**src/rtl/riscv_pkg.sv**
```systemverilog
// Shared definitions for the multi-cycle RV32 control path:
// opcodes, ALU codes, FSM states and datapath mux encodings.
package riscv_pkg;

  localparam logic [6:0] OP_LOAD   = 7'b0000011;
  localparam logic [6:0] OP_STORE  = 7'b0100011;
  localparam logic [6:0] OP_R      = 7'b0110011;
  localparam logic [6:0] OP_I      = 7'b0010011;
  localparam logic [6:0] OP_BRANCH = 7'b1100011;

  localparam logic [2:0] ALU_ADD = 3'b000;
  localparam logic [2:0] ALU_SUB = 3'b010;

  typedef enum logic [1:0] {
    AOP_ADD   = 2'b00,
    AOP_SUB   = 2'b01,
    AOP_FUNCT = 2'b10
  } alu_op_t;

  typedef enum logic [3:0] {
    FETCH    = 4'd0,
    DECODE   = 4'd1,
    MEMADR   = 4'd2,
    MEMREAD  = 4'd3,
    MEMWB    = 4'd4,
    MEMWRITE = 4'd5,
    EXECR    = 4'd6,
    EXECI    = 4'd7,
    ALUWB    = 4'd8,
    BRANCH   = 4'd9,
    TRAP     = 4'd10
  } state_t;

  localparam logic [1:0] SRCA_PC    = 2'b00;
  localparam logic [1:0] SRCA_OLDPC = 2'b01;
  localparam logic [1:0] SRCA_RS1   = 2'b10;

  localparam logic [1:0] SRCB_RS2 = 2'b00;
  localparam logic [1:0] SRCB_IMM = 2'b01;
  localparam logic [1:0] SRCB_4   = 2'b10;

  localparam logic [1:0] RES_ALUOUT = 2'b00;
  localparam logic [1:0] RES_RDATA  = 2'b01;
  localparam logic [1:0] RES_ALU    = 2'b10;

  localparam logic [1:0] IMM_I = 2'b00;
  localparam logic [1:0] IMM_S = 2'b01;
  localparam logic [1:0] IMM_B = 2'b10;

endpackage

```
**src/rtl/riscv_alu_dec.sv**
```systemverilog
// ALU control decoder: maps the FSM's coarse ALU request
// plus instruction fields onto the 3-bit ALU opcode.
module riscv_alu_dec
  import riscv_pkg::*;
(
  input  alu_op_t    alu_op_i,
  input  logic [2:0] funct3_i,
  input  logic       op5_i,
  input  logic       funct7b5_i,
  output logic [2:0] alu_control_o
);

  always_comb begin
    alu_control_o = ALU_ADD;
    unique case (alu_op_i)
      AOP_SUB: alu_control_o = ALU_SUB;
      AOP_FUNCT: begin
        // addi shares funct3=000 with add/sub; only R-type may subtract
        if (funct3_i == 3'b000)
          alu_control_o = (op5_i & funct7b5_i) ? ALU_SUB : ALU_ADD;
        else
          alu_control_o = funct3_i;
      end
      default: alu_control_o = ALU_ADD;
    endcase
  end

endmodule

```
**src/rtl/riscv_mc_ctrl.sv**
```systemverilog
// Multi-cycle control FSM for the RV32 subset (lw/sw/R/I/branch)
// with a memory-handshake timeout that parks the core in TRAP.
module riscv_mc_ctrl
  import riscv_pkg::*;
#(
  parameter int MEM_TIMEOUT = 16
) (
  input  logic       clk,
  input  logic       rst,
  input  logic [6:0] op,
  input  logic [2:0] funct3,
  input  logic       funct7b5,
  input  logic       zero,
  input  logic       sign,
  input  logic       mem_ready,
  output logic       mem_req,
  output logic       mem_write,
  output logic       adr_src,
  output logic       ir_write,
  output logic       pc_write,
  output logic       reg_write,
  output logic [1:0] alu_src_a,
  output logic [1:0] alu_src_b,
  output logic [1:0] result_src,
  output logic [1:0] imm_src,
  output logic [2:0] alu_control,
  output logic       trap
);

  localparam int CW =
    (MEM_TIMEOUT > 0) ? $clog2(MEM_TIMEOUT + 1) : 1;

  state_t          state_q, state_d;
  logic [CW-1:0]   cnt_q, cnt_d;
  logic            trap_q;
  alu_op_t         alu_op;
  logic            br_taken;
  logic            mem_wait;
  logic            timeout;

  riscv_alu_dec u_alu_dec (
    .alu_op_i      (alu_op),
    .funct3_i      (funct3),
    .op5_i         (op[5]),
    .funct7b5_i    (funct7b5),
    .alu_control_o (alu_control)
  );

  always_comb begin
    br_taken = 1'b0;
    unique case (funct3)
      3'b000:  br_taken = zero;
      3'b001:  br_taken = ~zero;
      3'b100:  br_taken = sign;
      default: br_taken = 1'b0;
    endcase
  end

  always_comb begin
    mem_req    = 1'b0;
    mem_write  = 1'b0;
    adr_src    = 1'b0;
    ir_write   = 1'b0;
    pc_write   = 1'b0;
    reg_write  = 1'b0;
    alu_src_a  = SRCA_PC;
    alu_src_b  = SRCB_RS2;
    result_src = RES_ALUOUT;
    imm_src    = IMM_I;
    alu_op     = AOP_ADD;
    unique case (state_q)
      FETCH: begin
        mem_req    = 1'b1;
        ir_write   = mem_ready;
        pc_write   = mem_ready;
        alu_src_b  = SRCB_4;
        result_src = RES_ALU;
      end
      DECODE: begin
        alu_src_a = SRCA_OLDPC;
        alu_src_b = SRCB_IMM;
        imm_src   = IMM_B;
      end
      MEMADR: begin
        alu_src_a = SRCA_RS1;
        alu_src_b = SRCB_IMM;
        imm_src   = (op == OP_STORE) ? IMM_S : IMM_I;
      end
      MEMREAD: begin
        mem_req = 1'b1;
        adr_src = 1'b1;
      end
      MEMWB: begin
        result_src = RES_RDATA;
        reg_write  = 1'b1;
      end
      MEMWRITE: begin
        mem_req   = 1'b1;
        mem_write = 1'b1;
        adr_src   = 1'b1;
      end
      EXECR: begin
        alu_src_a = SRCA_RS1;
        alu_op    = AOP_FUNCT;
      end
      EXECI: begin
        alu_src_a = SRCA_RS1;
        alu_src_b = SRCB_IMM;
        alu_op    = AOP_FUNCT;
      end
      ALUWB: reg_write = 1'b1;
      BRANCH: begin
        alu_src_a = SRCA_RS1;
        alu_op    = AOP_SUB;
        pc_write  = br_taken;
      end
      default: ;
    endcase
  end

  assign mem_wait = mem_req & ~mem_ready;
  assign timeout  = (MEM_TIMEOUT != 0) && mem_wait &&
                    (cnt_q == CW'(MEM_TIMEOUT - 1));

  always_comb begin
    state_d = state_q;
    unique case (state_q)
      FETCH:    if (mem_ready) state_d = DECODE;
      DECODE: begin
        unique case (op)
          OP_LOAD, OP_STORE: state_d = MEMADR;
          OP_R:              state_d = EXECR;
          OP_I:              state_d = EXECI;
          OP_BRANCH:         state_d = BRANCH;
          default:           state_d = TRAP;
        endcase
      end
      MEMADR:   state_d = (op == OP_STORE) ? MEMWRITE : MEMREAD;
      MEMREAD:  if (mem_ready) state_d = MEMWB;
      MEMWRITE: if (mem_ready) state_d = FETCH;
      EXECR:    state_d = ALUWB;
      EXECI:    state_d = ALUWB;
      MEMWB:    state_d = FETCH;
      ALUWB:    state_d = FETCH;
      BRANCH:   state_d = FETCH;
      TRAP:     state_d = TRAP;
      default:  state_d = FETCH;
    endcase
    if (timeout) state_d = TRAP;
  end

  always_comb begin
    cnt_d = cnt_q;
    if (state_d != state_q) cnt_d = '0;
    else if (mem_wait)      cnt_d = cnt_q + 1'b1;
  end

  always_ff @(posedge clk) begin
    if (rst) begin
      state_q <= FETCH;
      cnt_q   <= '0;
      trap_q  <= 1'b0;
    end else begin
      state_q <= state_d;
      cnt_q   <= cnt_d;
      trap_q  <= trap_q | (state_d == TRAP);
    end
  end

  assign trap = trap_q;

endmodule

```
**config.mk**
```make
export PLATFORM = sky130hd
export DESIGN_NAME = riscv_mc_ctrl
export DESIGN_NICKNAME = d
export VERILOG_FILES = /design/src/rtl/riscv_pkg.sv /design/src/rtl/riscv_alu_dec.sv /design/src/rtl/riscv_mc_ctrl.sv
export SDC_FILE = /design/constraint.sdc
export NUM_CORES = 1
export LEC_CHECK = 0
export ABC_AREA = 1
export BUFFER_PORTS_ARGS = -buffer_cell sky130_fd_sc_hd__buf_2
export CORE_UTILIZATION = 30
export DETAILED_ROUTE_END_ITERATION = 7
export SLEW_MARGIN = 20
export SYNTH_ARGS = -nofsm -noshare
export SYNTH_HDL_FRONTEND = slang
export SYNTH_SLANG_ARGS = --single-unit
```
**constraint.sdc**
```tcl
create_clock -name clk -period 1.5 [get_ports clk]
set_input_delay 0.075 -clock clk [delete_from_list [all_inputs] [get_ports clk]]
set_output_delay 0.075 -clock clk [all_outputs]
set_load 0.01 [all_outputs]
```
==> flow_metrics.tcl <==
set metrics [dict create \
    clkTransAtPathRegs_ns 0.06 \
    slowest_stage "dfxtp_4" \
    crit_start "state_q[2]" \
    wl_per_cell_um 9.798 \
    max-slew-margin-rel_pct 72.55 \
    yosysSeqAreaShare_pct 21.11 \
    maxSlewViolCount 0 \
    nNetsFinal 245 \
    avgSynthCellArea_um2 5.818 \
    period_share_pct 104.8 \
    hp-start "rst" \
    dp_hpwl_um 1897 \
    leakagePower_nw 0.8905 \
    crit_buf_inv 3 \
    cts_tree "done" \
    status "complete, but fails checks" \
    diodes 0 \
    routabilityCongestion 0.7689 \
    min_path_type "in2reg" \
    path_delay_family "flip-flops" \
    powerDensity_nw_per_um2 644.9 \
    postPlaceCellArea_um2 1300 \
    clock-sinks 10 \
    routed_via_density 4.408 \
    root_buffer "clkbuf_4" \
    finClkSkew_ns 0.004283 \
    violations "setup timing" \
    ys_warn_count 0 \
    place_ws_ns -0.08905 \
    remaining_drc_errors 0 \
    cts_inserted_buffers 3 \
    grt-ovfl-total 0 \
    ir_drop_mv 0.3332 \
    crit_type "reg2out" \
    rr_startpoint "state_q[2]" \
    cts_buffer_depth 2 \
    total_power_mw 1.048 \
    synth_seq_cells 10 \
    area_growth_syn_to_layout_pct 71.37 \
    antenna_found_initial 0 \
    clock_latency_ns 0.26 \
    setup_viol 10 \
    drt-pass1-iter-count 4 \
    fin_ws_ns -0.07254 \
    ant_nets 0 \
    port_buffers 33 \
    dr_total_vias 1177 \
    die_w_um 58.23 \
    slowest_delay_ns 0.42 \
    design_area_um2 1625 \
    place_inst 258 \
    worst_pin_slew_ns 0.4102 \
    dieHeight_um 58.23 \
    grt_usage_pct 15.63 \
    die_area_um2 3390 \
    layout_common_cells "buf_2, nand2_1, inv_1" \
    synth_fp_nets 183 \
    pin_count 34 \
    cp.required_ns 1.42 \
    synth_cell_types 21 \
    grt_max_degree 9 \
    postCtsHoldBufs 0 \
    htree_levels 1 \
    cp_cell_sequence "inv_6, nor2_4, nand2_4, inv_2, ha_4, nor2_1, buf_2" \
    routed_wl_um 2616 \
    maxCapViolCount 0 \
    core-area_um2 3028 \
    hold_violations 0 \
    drive_above_1_share_pct 54.71 \
    n_fill_cell 287 \
    syn-cell-area_um2 948.4 \
    synthCells 163 \
    grt_pass1_vias 1068 \
    arrival_ns 1.50 \
    layout_commonest_cell "buf_2" \
    crit_fanout 4 \
    layout_min_cycle_time_ns 1.573 \
    stdcell_count 267 \
    initial_core_util_pct 31.32 \
    drt-initial-drc-count 30 \
    rows 20 \
    rsz0062_at_grt "true" \
    critPathLaunchType "flop" \
    end_kind "primary output" \
    maxClockFrequency_mhz 635.9 \
    grt_pass1_wl_um 4133 \
]
## through the flow
step / TNS (ns) / hold slack, ns / utilization, %
5_1_grt: -1.437 / 0.04003 / 53.68
3_5_place_dp: -0.4017 / 0.3078 / 42.93
3_3_place_gp: -0.4618 / 0.3079 / 42.93
4_1_cts: -0.3139 / 0.01729 / 48.72
6_report: -0.3864 / 0.02595 / 53.68
2_1_floorplan: 0 / 0.1441 / -
## cells in the mapped netlist, drive strengths merged
library cell,instances,share of area (%)
nand3,20,12
inv,34,13
nor2,33,15
dfxtp,10,21
nand2,43,19
ha,4,5.3
nand4,1,0.66
xor2,4,3.7
o211ai,1,0.79
buf,2,2.0
o21ai,3,1.6
mux2,1,1.2
o2111ai,1,0.92
a21oi,6,3.2
## sequential cells by signal, indices dropped and copies added, names as in the netlist
name / flops
cnt_q: 5
trap: 1
state_q: 4
## per-layer routing
layer  vias up  routed length (um)  global-route usage (%)
met5         -                   0                       0
li1        622                   -                       -
met2        26                1386                   30.87
met3         4                  69                   1.339
met4         0                  36                   6.122
met1       525                1124                   16.85
## kinds of logic after synthesis
group / count (synthesis) / synth area share (%)
flops: 10 / 21.11
compound gates: 11 / 6.465
simple gates: 97 / 46.83
buf+inv: 36 / 15.44
xor+xnor: 4 / 3.694
mux: 1 / 1.187
fa+ha+maj: 4 / 5.277
## cell type report
cell class / instances / area (um2) / share of cell area [%]
Inverter: 34 / 137.6 / 8.468
Clock buffer: 3 / 22.52 / 1.386
Tap cell: 44 / 55.05 / 3.387
Multi-Input combinational cell: 118 / 828.3 / 50.96
Sequential cell: 10 / 217.7 / 13.39
Timing Repair Buffer: 58 / 364.1 / 22.40
## path summary, 6_finish.rpt
path	to	slack (ns)	cells past startpoint
setup / recovery	alu_control[1]	-0.07	7
hold / removal	state_q[1]	0.03	2
setup reg to reg	cnt_q[1]	-0.04	11
hold reg to reg	trap	0.46	2
## power by group
part	total, mW	internal, mW	switching [mW]
registers	0.312	0.283	0.0296
clock network	0.181	0.0925	0.0882
logic	0.555	0.251	0.304
total	1.05	0.627	0.421
## what timing repair did
item	CTS	global route
buffers inserted	3	2
gates cloned	1	0
resized for setup	42	31
endpoints found under the setup margin	12	12
pin swaps	12	27
(Power assumes the default switching activity.)
